## src/rtl/arb_pkg.sv

```systemverilog
// Shared types and constants for the 5-requester round-robin port arbiter.
package arb_pkg;

  localparam int unsigned NUM_REQ   = 5;
  localparam int unsigned SEL_WIDTH = 3;

  typedef enum logic [1:0] {
    IDLE  = 2'd0,
    ISSUE = 2'd1,
    WAIT  = 2'd2
  } arb_state_e;

  function automatic logic [NUM_REQ-1:0] idx_to_onehot(input logic [SEL_WIDTH-1:0] idx);
    logic [NUM_REQ-1:0] oh;
    oh = '0;
    for (int i = 0; i < NUM_REQ; i++) begin
      oh[i] = (idx == SEL_WIDTH'(i));
    end
    return oh;
  endfunction

endpackage

```

## src/rtl/mux5_port_arbiter_rr_pick5.sv

```systemverilog
// Combinational round-robin pick: first set request searching upward from last+1, wrapping 4->0.
module rr_pick5
  import arb_pkg::*;
(
  input  logic [NUM_REQ-1:0]   i_req,
  input  logic [SEL_WIDTH-1:0] i_last,
  output logic [SEL_WIDTH-1:0] o_idx,
  output logic                 o_found
);

  logic [SEL_WIDTH-1:0] cand;

  always_comb begin
    o_idx   = '0;
    o_found = 1'b0;
    cand    = '0;
    for (int d = 1; d <= NUM_REQ; d++) begin
      cand = SEL_WIDTH'((int'(i_last) + d) % NUM_REQ);
      if (!o_found && i_req[cand]) begin
        o_found = 1'b1;
        o_idx   = cand;
      end
    end
  end

endmodule

```

## src/rtl/mux5_port_arbiter.sv

```systemverilog
// Round-robin arbiter for one shared port: grant, valid/ready issue, completion wait, done pulse.
// Optional watchdog abort enabled by defining ARB_WATCHDOG_EN.
module mux5_port_arbiter
  import arb_pkg::*;
#(
  parameter int unsigned TIMEOUT_CYCLES = 255,
  parameter int unsigned CNT_WIDTH      = 8
) (
  input  logic                 i_clk,
  input  logic                 i_arstn,
  input  logic [NUM_REQ-1:0]   i_req,
  output logic [NUM_REQ-1:0]   o_gnt,
  output logic [SEL_WIDTH-1:0] o_sel,
  output logic                 o_port_valid,
  input  logic                 i_port_ready,
  input  logic                 i_port_done,
  output logic [NUM_REQ-1:0]   o_done,
  output logic                 o_err,
  output arb_state_e           o_dbg_state
);

  // Port handshake: an issue transfers on an edge where o_port_valid and i_port_ready are
  // both high; i_port_done is only honoured in WAIT or together with that transfer.

  arb_state_e           state_q, state_d;
  logic [NUM_REQ-1:0]   gnt_q, gnt_d;
  logic [SEL_WIDTH-1:0] sel_q, sel_d;
  logic [SEL_WIDTH-1:0] last_q, last_d;
  logic                 valid_q, valid_d;
  logic [NUM_REQ-1:0]   done_q, done_d;
  logic [SEL_WIDTH-1:0] pick_idx;
  logic                 pick_found;
  logic                 complete;
  logic                 timeout;

  rr_pick5 u_pick (
    .i_req   (i_req),
    .i_last  (last_q),
    .o_idx   (pick_idx),
    .o_found (pick_found)
  );

  always_comb begin
    state_d  = state_q;
    gnt_d    = gnt_q;
    sel_d    = sel_q;
    last_d   = last_q;
    valid_d  = valid_q;
    done_d   = '0;
    complete = 1'b0;
    case (state_q)
      IDLE: begin
        if (pick_found) begin
          gnt_d   = idx_to_onehot(pick_idx);
          sel_d   = pick_idx;
          valid_d = 1'b1;
          state_d = ISSUE;
        end
      end
      ISSUE: begin
        if (i_port_ready) begin
          valid_d = 1'b0;
          if (i_port_done) complete = 1'b1;
          else             state_d  = WAIT;
        end
      end
      WAIT: begin
        if (i_port_done) complete = 1'b1;
      end
      default: state_d = IDLE;
    endcase
    // A real completion and a watchdog abort retire the transaction identically.
    if (complete || timeout) begin
      done_d  = gnt_q;
      gnt_d   = '0;
      valid_d = 1'b0;
      last_d  = sel_q;
      state_d = IDLE;
    end
  end

  always_ff @(posedge i_clk or negedge i_arstn) begin
    if (!i_arstn) begin
      state_q <= IDLE;
      gnt_q   <= '0;
      sel_q   <= '0;
      last_q  <= SEL_WIDTH'(NUM_REQ - 1);
      valid_q <= 1'b0;
      done_q  <= '0;
    end else begin
      state_q <= state_d;
      gnt_q   <= gnt_d;
      sel_q   <= sel_d;
      last_q  <= last_d;
      valid_q <= valid_d;
      done_q  <= done_d;
    end
  end

`ifdef ARB_WATCHDOG_EN
  logic [CNT_WIDTH-1:0] cnt_q, cnt_d;
  logic                 err_q, err_d;

  // Counter sits at zero in IDLE so it reads zero on the first ISSUE cycle.
  always_comb begin
    cnt_d   = (state_q == IDLE) ? '0 : cnt_q + 1'b1;
    timeout = (state_q != IDLE) && !complete &&
              (cnt_q == CNT_WIDTH'(TIMEOUT_CYCLES - 1));
    err_d   = timeout;
  end

  always_ff @(posedge i_clk or negedge i_arstn) begin
    if (!i_arstn) begin
      cnt_q <= '0;
      err_q <= 1'b0;
    end else begin
      cnt_q <= cnt_d;
      err_q <= err_d;
    end
  end

  assign o_err = err_q;
`else
  logic unused_cfg;
  assign unused_cfg = ^{TIMEOUT_CYCLES[0], CNT_WIDTH[0]};
  assign timeout    = 1'b0;
  assign o_err      = 1'b0;
`endif

  assign o_gnt        = gnt_q;
  assign o_sel        = sel_q;
  assign o_port_valid = valid_q;
  assign o_done       = done_q;
  assign o_dbg_state  = state_q;

endmodule

```

## config.mk

```make
export PLATFORM = sky130hd
export DESIGN_NAME = mux5_port_arbiter
export DESIGN_NICKNAME = d
export VERILOG_FILES = /design/src/rtl/arb_pkg.sv /design/src/rtl/mux5_port_arbiter_rr_pick5.sv /design/src/rtl/mux5_port_arbiter.sv
export SDC_FILE = /design/constraint.sdc
export NUM_CORES = 1
export LEC_CHECK = 0
export ABC_AREA = 1
export CAP_MARGIN = 20
export CORE_MARGIN = 1
export CORE_UTILIZATION = 40
export CTS_BUF_LIST = sky130_fd_sc_hd__clkbuf_4 sky130_fd_sc_hd__clkbuf_8
export CTS_CLUSTER_SIZE = 14
export DETAILED_ROUTE_END_ITERATION = 10
export PLACE_DENSITY = 0.67
export SLEW_MARGIN = 40
export SYNTH_ARGS = -nofsm -noshare
export SYNTH_HDL_FRONTEND = slang
export SYNTH_SLANG_ARGS = --single-unit
```

## constraint.sdc

```tcl
create_clock -name i_clk -period 3.6 [get_ports i_clk]
set_input_delay 0.9 -clock i_clk [delete_from_list [all_inputs] [get_ports i_clk]]
set_output_delay 0.9 -clock i_clk [all_outputs]
set_load 0.02 [all_outputs]
```

Word-level counts from Yosys, hierarchy flattened
Cells that the tools add are included.
{ "word_totals": {"regBits": 19, "elab_cells": 84, "output_inout_bits": 17, "inputBits": 9} }
{ "classes": {"addsub": 5, "n_eq_ne": 10, "n_lt_le_gt_ge": 5, "n_mux": 36, "div": 5, "reduce_logical": 17} }
{ "ops": {"columns": ["operator", "n"], "rows": [
  ["modulo 32 x 3 -> 32 bit, second input constant", 5],
  ["less-than comparator 3 x 4 -> 1 bit, second input constant", 5],
  ["two-way mux 5 bit", 4],
  ["binary-select mux 1 bit (select 3 bit)", 5],
  ["two-way mux 1 bit", 15],
  ["two-way mux 3 bit", 5],
  ["inequality test 3 bit, second input constant", 3],
  ["adder 3 x 2 -> 4 bit, second input constant", 2],
  ["adder 3 x 3 -> 4 bit, second input constant", 2],
  ["two-way mux 2 bit", 4],
  ["== test 3 x 2 -> 1 bit, second input constant", 2],
  ["case mux 2 bit (3 select lines)", 1],
  ["adder 3 x 1 -> 4 bit, second input constant", 1],
  ["logical AND 1 bit", 4],
  ["logical NOT 1 bit", 4],
  ["case mux 1 bit (2 select lines)", 2],
  ["AND reduction 2 bit", 2],
  ["AND reduction 4 bit", 1],
  ["nonzero test 2 bit", 2],
  ["== test 3 x 1 -> 1 bit, second input constant", 1],
  ["== test 3 bit, second input constant", 1],
  ["logical NOT 3 bit", 1],
  ["AND reduction 3 bit", 1],
  ["nonzero test 3 bit", 1],
  ["4 further kinds", 4]
]} }

Logic depth before layout (Yosys ltp)
{ "depth": {"depth_word": 21, "depth_mapped": 29, "ltp_nobuf": 28} }

Modules after synthesis
A second synthesis with hierarchy kept.
{ "hier_totals": {"hier_cells": 360, "hier_area_um2": 2436.1} }
{ "by_module_without_submodules": {"columns": ["module", "cells_each", "n_inst", "area_each_um2", "seq_area_each_um2"], "rows": [
  ["rr_pick5", 257, 1, 1539.0, 0.0],
  ["mux5_port_arbiter", 103, 1, 897.1, 476.7]
]} }

Worst setup path before layout
Ideal clock, no wire load.
{ "synth_timing": {"path_type": "reg2reg", "start": "register last_q[0]", "end": "register gnt_q[1], in the netlist o_gnt[1]", "slack_ns": -0.066, "setup_time_ns": 0.118, "path_stages_with_launch": 27, "period_less_slack_ns": 3.666, "arrival_ns": 3.548, "t_required_ns": 3.482, "n_path_buf": 2, "path_cell_list": "dfrtp_1 -> buf_2 -> clkbuf_1 -> inv_1 -> ha_1 -> ha_1 -> nor2_1 -> nand2_2 -> nand2_2 -> xor2_1 -> ha_1 -> inv_1 -> or2_2 -> nand3_2 -> nand3_1 -> nand2_2 -> nand2_1 -> nand3_1 -> nand2_1 -> nand2_1 -> nand2_1 -> inv_2 -> nand4_1 -> nand2_2 -> inv_1 -> nand3_1 -> nand2_1"} }
{ "synth_via": {"elab_chain_len": 21, "word_cells_on_any_way": 44, "classes_between": "5 x add/sub; 5 x div; 1 x eq/ne; 23 x mux; 10 x reduce/logical"} }
{ "synth_rtl": {"columns": ["element", "line_no", "rtl"], "rows": [
  ["start, declared", "mux5_port_arbiter.sv:28", "logic [SEL_WIDTH-1:0] last_q, last_d;"],
  ["start signal, assigned", "mux5_port_arbiter.sv:87", "last_q <= SEL_WIDTH'(NUM_REQ - 1);"],
  ["start signal, assigned", "mux5_port_arbiter.sv:94", "last_q <= last_d;"],
  ["adder 3 x 1 -> 4 bit", "mux5_port_arbiter_rr_pick5.sv:18", "cand = SEL_WIDTH'((int'(i_last) + d) % NUM_REQ);"],
  ["modulo 32 x 3 -> 32 bit", "mux5_port_arbiter_rr_pick5.sv:18", null],
  ["binary-select mux 1 bit (select 3 bit)", "mux5_port_arbiter_rr_pick5.sv:19", "if (!o_found && i_req[cand]) begin"],
  ["two-way mux 1 bit (not written as such)", "mux5_port_arbiter_rr_pick5.sv:19", null],
  ["two-way mux 1 bit", "mux5_port_arbiter_rr_pick5.sv:19", null],
  ["logical NOT 1 bit", "mux5_port_arbiter_rr_pick5.sv:19", null],
  ["logical AND 1 bit", "mux5_port_arbiter_rr_pick5.sv:19", null],
  ["two-way mux 1 bit", "mux5_port_arbiter_rr_pick5.sv:19", null],
  ["[5 not listed]", null, null],
  ["two-way mux 1 bit", "mux5_port_arbiter_rr_pick5.sv:19", null],
  ["logical NOT 1 bit", "mux5_port_arbiter_rr_pick5.sv:19", null],
  ["logical AND 1 bit", "mux5_port_arbiter_rr_pick5.sv:19", null],
  ["two-way mux 3 bit", "mux5_port_arbiter_rr_pick5.sv:19", null],
  ["== test 3 x 1 -> 1 bit", "arb_pkg.sv:17", "oh[i] = (idx == SEL_WIDTH'(i));"],
  ["two-way mux 5 bit", "mux5_port_arbiter.sv:53", "if (pick_found) begin"],
  ["two-way mux 5 bit", "mux5_port_arbiter.sv:51", "case (state_q)"],
  ["two-way mux 5 bit", "mux5_port_arbiter.sv:73", "if (complete || timeout) begin"],
  ["end signal, assigned", "mux5_port_arbiter.sv:92", "gnt_q <= gnt_d;"],
  ["end, declared", "mux5_port_arbiter.sv:26", "logic [NUM_REQ-1:0] gnt_q, gnt_d;"]
]} }
Several ways; a longest one is shown, not always the timed one. The select of a mux whose other input is x is not followed.
A chain may end at the register's enable or synchronous reset.

Worst setup path after layout
{ "layout_timing": {"start": "register last_q[2]", "end": "register gnt_q[0], in the netlist o_gnt[0]"} }
{ "layout_via": {"elab_chain_len": 21, "word_cells_on_any_way": 44, "classes_between": "5 x add/sub; 5 x div; 23 x mux; 11 x reduce/logical"} }
{ "layout_rtl": {"columns": ["element", "line_no"], "rows": [
  ["adder 3 x 1 -> 4 bit", "mux5_port_arbiter_rr_pick5.sv:18"],
  ["modulo 32 x 3 -> 32 bit", "mux5_port_arbiter_rr_pick5.sv:18"],
  ["binary-select mux 1 bit (select 3 bit)", "mux5_port_arbiter_rr_pick5.sv:19"],
  ["two-way mux 1 bit (not written as such)", "mux5_port_arbiter_rr_pick5.sv:19"],
  ["two-way mux 1 bit", "mux5_port_arbiter_rr_pick5.sv:19"],
  ["logical NOT 1 bit", "mux5_port_arbiter_rr_pick5.sv:19"],
  ["logical AND 1 bit", "mux5_port_arbiter_rr_pick5.sv:19"],
  ["two-way mux 1 bit", "mux5_port_arbiter_rr_pick5.sv:19"],
  ["[5 not listed]", null],
  ["two-way mux 1 bit", "mux5_port_arbiter_rr_pick5.sv:19"],
  ["logical NOT 1 bit", "mux5_port_arbiter_rr_pick5.sv:19"],
  ["logical AND 1 bit", "mux5_port_arbiter_rr_pick5.sv:19"],
  ["two-way mux 3 bit", "mux5_port_arbiter_rr_pick5.sv:19"],
  ["logical NOT 3 bit", "arb_pkg.sv:17"],
  ["two-way mux 5 bit", "mux5_port_arbiter.sv:53"],
  ["two-way mux 5 bit", "mux5_port_arbiter.sv:51"],
  ["two-way mux 5 bit", "mux5_port_arbiter.sv:73"]
]} }
Several ways; a longest one is shown, not always the timed one. The select of a mux whose other input is x is not followed.

==> results by stage <==
Timing:
- The count of final hold-check violations is 0.
- The final worst clock skew is 0.00356 ns.
- The shortest period the worst path allows is 3.42 ns.
- Static timing analysis puts the maximum clock frequency at 293 MHz.
- The number of pins with negative max-slew slack in the final report was 0.
- The period utilization is 0.949.
- Setup violations remaining at the end of the flow were counted as 0.
- Setup repair after global routing could not meet its margin everywhere.

Yosys:
- The mapped netlist covers 0.00252 sq mm.
- The async set-or-reset flop fraction in the synthesized netlist is 1.00.
- Counting flops and latches in the post-synthesis netlist gives 19.
- The commonest cells after synthesis are 101 x nand2_1, 56 x nand3_1, 55 x inv_1.
- In the synthesized netlist the dominant register cell turns out to be dfrtp_1.
- The fraction of post-synthesis cell area in the top cell type by area is 0.179.
- Ranked by total cell area, the synthesized netlist is headed by dfrtp_1 18%, nand2_1 15%, ha_1 13%.
- The number of synthesized flops with an enable pin is 0.
- During synthesis, Yosys emitted a total of 0 warnings.
- The net count after synthesis is 426.
- After technology mapping, the gate count stands at 390.
- By instance count, the leading cell after synthesis is nand2_1.
- The biggest area contributor in the post-synthesis netlist is dfrtp_1.
- The count of unique library cells instantiated by Yosys is 32.
- A synthesized cell averages 6.46 sq um.
- The share of the yosys chip area belonging to registers is 0.189.

Setup path:
- The setup slack on the worst flop-to-flop path is 0.18 ns.
- The kind of critical path is reg -> reg.
- The category of the worst setup path capture point is a register.
- In this run the critical register-to-register path is launched from last_q[2].
- STA puts the critical path data required time at 3.75 ns.
- The worst setup path is launched from a register.
- Counting cells, the worst reg-to-reg path comes to 25.
- In this run the worst path has a maximum fanout of 8.
- The capture point of the worst reg-to-reg path is o_gnt[0].
- The critical path arrival is 3.57 ns.

GRT:
- The number of antenna violations at the first check in global routing came to 0.
- The number of global-route vias before repair is 2307.
- Global routing finished with a remaining overflow of 0.
- The overall global routing resource usage is 0.185.
- The maximum number of pins on one net before global-route repair is 20.
- The first global-routing pass estimated 9720 microns of wire.

Clocking:
- The clock reaches the later pin of the worst-skew pair after 0.26 ns.
- After clock tree synthesis, the clock-pin slew on the worst setup and hold paths is 0.07 ns.
- The clock net in this run drives a total of 19 sinks.
- Buffers inserted during clock tree synthesis total 3.
- The tree is rooted in a clkbuf_8.
- TritonCTS built the clock tree.
- The longest clock path from root to sink contains 2 buffers.
- The number of hold buffers added after CTS is 0.
- CTS built an H-tree with a depth of 1.

Final layout:
- The area added between synthesis and finish is 26.4%.
- The layout cell share with drive strength beyond 1 is 0.283.
- The layout has 607 filler cells.
- In the final design database the tool counted 468 nets.
- The repair_antennas step left the layout with diodes totalling 0.
- The final cell area excluding filler cells is 0.00318 sq mm.

Floorplanning:
- The die is 81.4 microns tall.
- The core outline area is 0.00599 sq mm.
- The width of the chip is 81.4 microns.
- The initial core utilization is 0.421.
- The die area is 0.00662 sq mm.
- The I/O pin count is 26.
- The number of standard-cell rows in the floorplan is 28.

Route:
- For this run, design rule violations remaining after detail routing come to 0.
- The initial detailed-routing violation count is 134.
- The iteration count of the initial detailed-routing pass is 4.
- The routed wire length per instance is 11.7 microns.
- The detailed-route vias per instance is 4.99.
- For this block, the via count after detailed routing is 2523.
- For this block, the routed nets add up to 5940 microns of wire.
- The antenna violation net count after detailed routing is 0.

Worst hold path:
- The min-delay analysis places its worst path in the category reg -> reg.
- The count of cells along the worst hold path is 2.
- The startpoint identified for the worst hold timing path is o_port_valid.
- The hold path endpoint is o_port_valid.

Placement:
- The number of I/O port buffers is 24.
- The routability congestion estimate is 0.831.
- Detailed placement ended at an HPWL of 4640 microns.
- The instance area at placement is 0.00287 sq mm.

Run status:
- The flow ran to the end, and the final reports show no timing, DRC or antenna violations.

Run:
- The tool flagged a number of max-cap violations equal to 0.
-- how the worst max path moves through the flow --
stage | from | cells after the start | slack (ns) | to
floorplan | last_q[0] | 27 | 0.08 | o_dbg_state[0]
global placement | last_q[2] | 23 | 0.1 | o_gnt[2]
detailed placement | last_q[0] | 26 | -0.06 | o_dbg_state[0]
CTS | last_q[0] | 26 | 0.02 | o_dbg_state[0]
global route | last_q[2] | 25 | -0.08 | o_gnt[1]
finish | last_q[2] | 25 | 0.18 | o_gnt[0]
-- critical path: stages, from the launching register on --
cell and delay [ns]:
dfstp_2 0.62, clkinv_4 0.12, ha_4 0.26, nand2_2 0.06, nand3_2 0.07, xor2_1 0.17
inv_1 0.11, ha_2 0.20, inv_2 0.04, or2_0 0.19, nand3_1 0.11, nand2_2 0.13
nand2_4 0.12, nand2_4 0.06, nand2_2 0.06, nand3_2 0.06, nand2_1 0.07, nand2_1 0.06
nand2_2 0.09, nand2_4 0.07, nor2_8 0.17, nand4_1 0.13, nand3_2 0.13, inv_1 0.08
nand3_1 0.08, nand2_1 0.05
-- kinds of logic after synthesis --
kind of cell             after synthesis  share of synthesized area
AND/OR/NAND/NOR                      236                      0.481
buffers and inverters                 72                      0.110
AO/OA/AOI/OAI                         32                     0.0740
adder cells (fa/ha/maj)               27                      0.134
flip-flops                            19                      0.189
XOR/XNOR                               3                     0.0104
other                                  1                    0.00149
-- layout by cell type (no fill, tap or decap), drive strengths merged --
master	instances
nand3	66
xor2	3
dfrtp	18
inv	63
nand2b	1
o21ai	25
or2	4
nor2	22
nand3b	5
clkbuf	3
clkinv	3
nand2	133
conb	1
a21oi	4
buf	21
o21bai	3
dfstp	1
ha	27
clkdlybuf4s50	23
nand4	5
-- metrics by stage --
stage          hold slack (ns)  worst slack (ns)   util  instances  setup TNS (ns)
6_report                 0.484             0.182  0.532        506               0
5_1_grt                  0.500           -0.0844  0.532        506          -0.445
4_1_cts                  0.488            0.0246  0.488        493               0
3_5_place_dp             0.464           -0.0621  0.479        489          -0.276
3_3_place_gp             0.469             0.100  0.480        489               0
2_1_floorplan            0.575            0.0783      -        390               0
-- layer usage --
layer | vias to the layer above | wire length [microns] | global-route usage
met1 | 1162 | 2860 | 0.238
met3 | 9 | 128 | 0.0146
met4 | 0 | 97 | 0.0625
li1 | 1314 | - | -
met2 | 38 | 2840 | 0.323
met5 | - | 0 | 0
-- registers in the layout, indices dropped and copies added, names as in the netlist --
name          count
o_port_valid      1
o_sel             3
o_done            5
last_q            3
o_gnt             5
o_dbg_state       2
-- area by class of cell --
class,count,area (sq um),area share
clock buffer,3,41.3,0.0130
timing repair buffer,44,389,0.122
sequential,19,479,0.150
multi-input combinational,299,1920,0.604
inverter,65,251,0.0790
tap,75,93.8,0.0295
clock inverter,1,5.00,0.00157
-- repair_timing --
item,CTS,global route
cloned,0,0
setup endpoints to repair,10,11
gates resized for setup,2,48
endpoints found under the hold margin,0,0
setup buffers,0,13
pin swaps,0,18
Power is left out: the tool's default activity adds up to more than one toggle a clock period on the data nets, which glitch-free logic cannot reach.
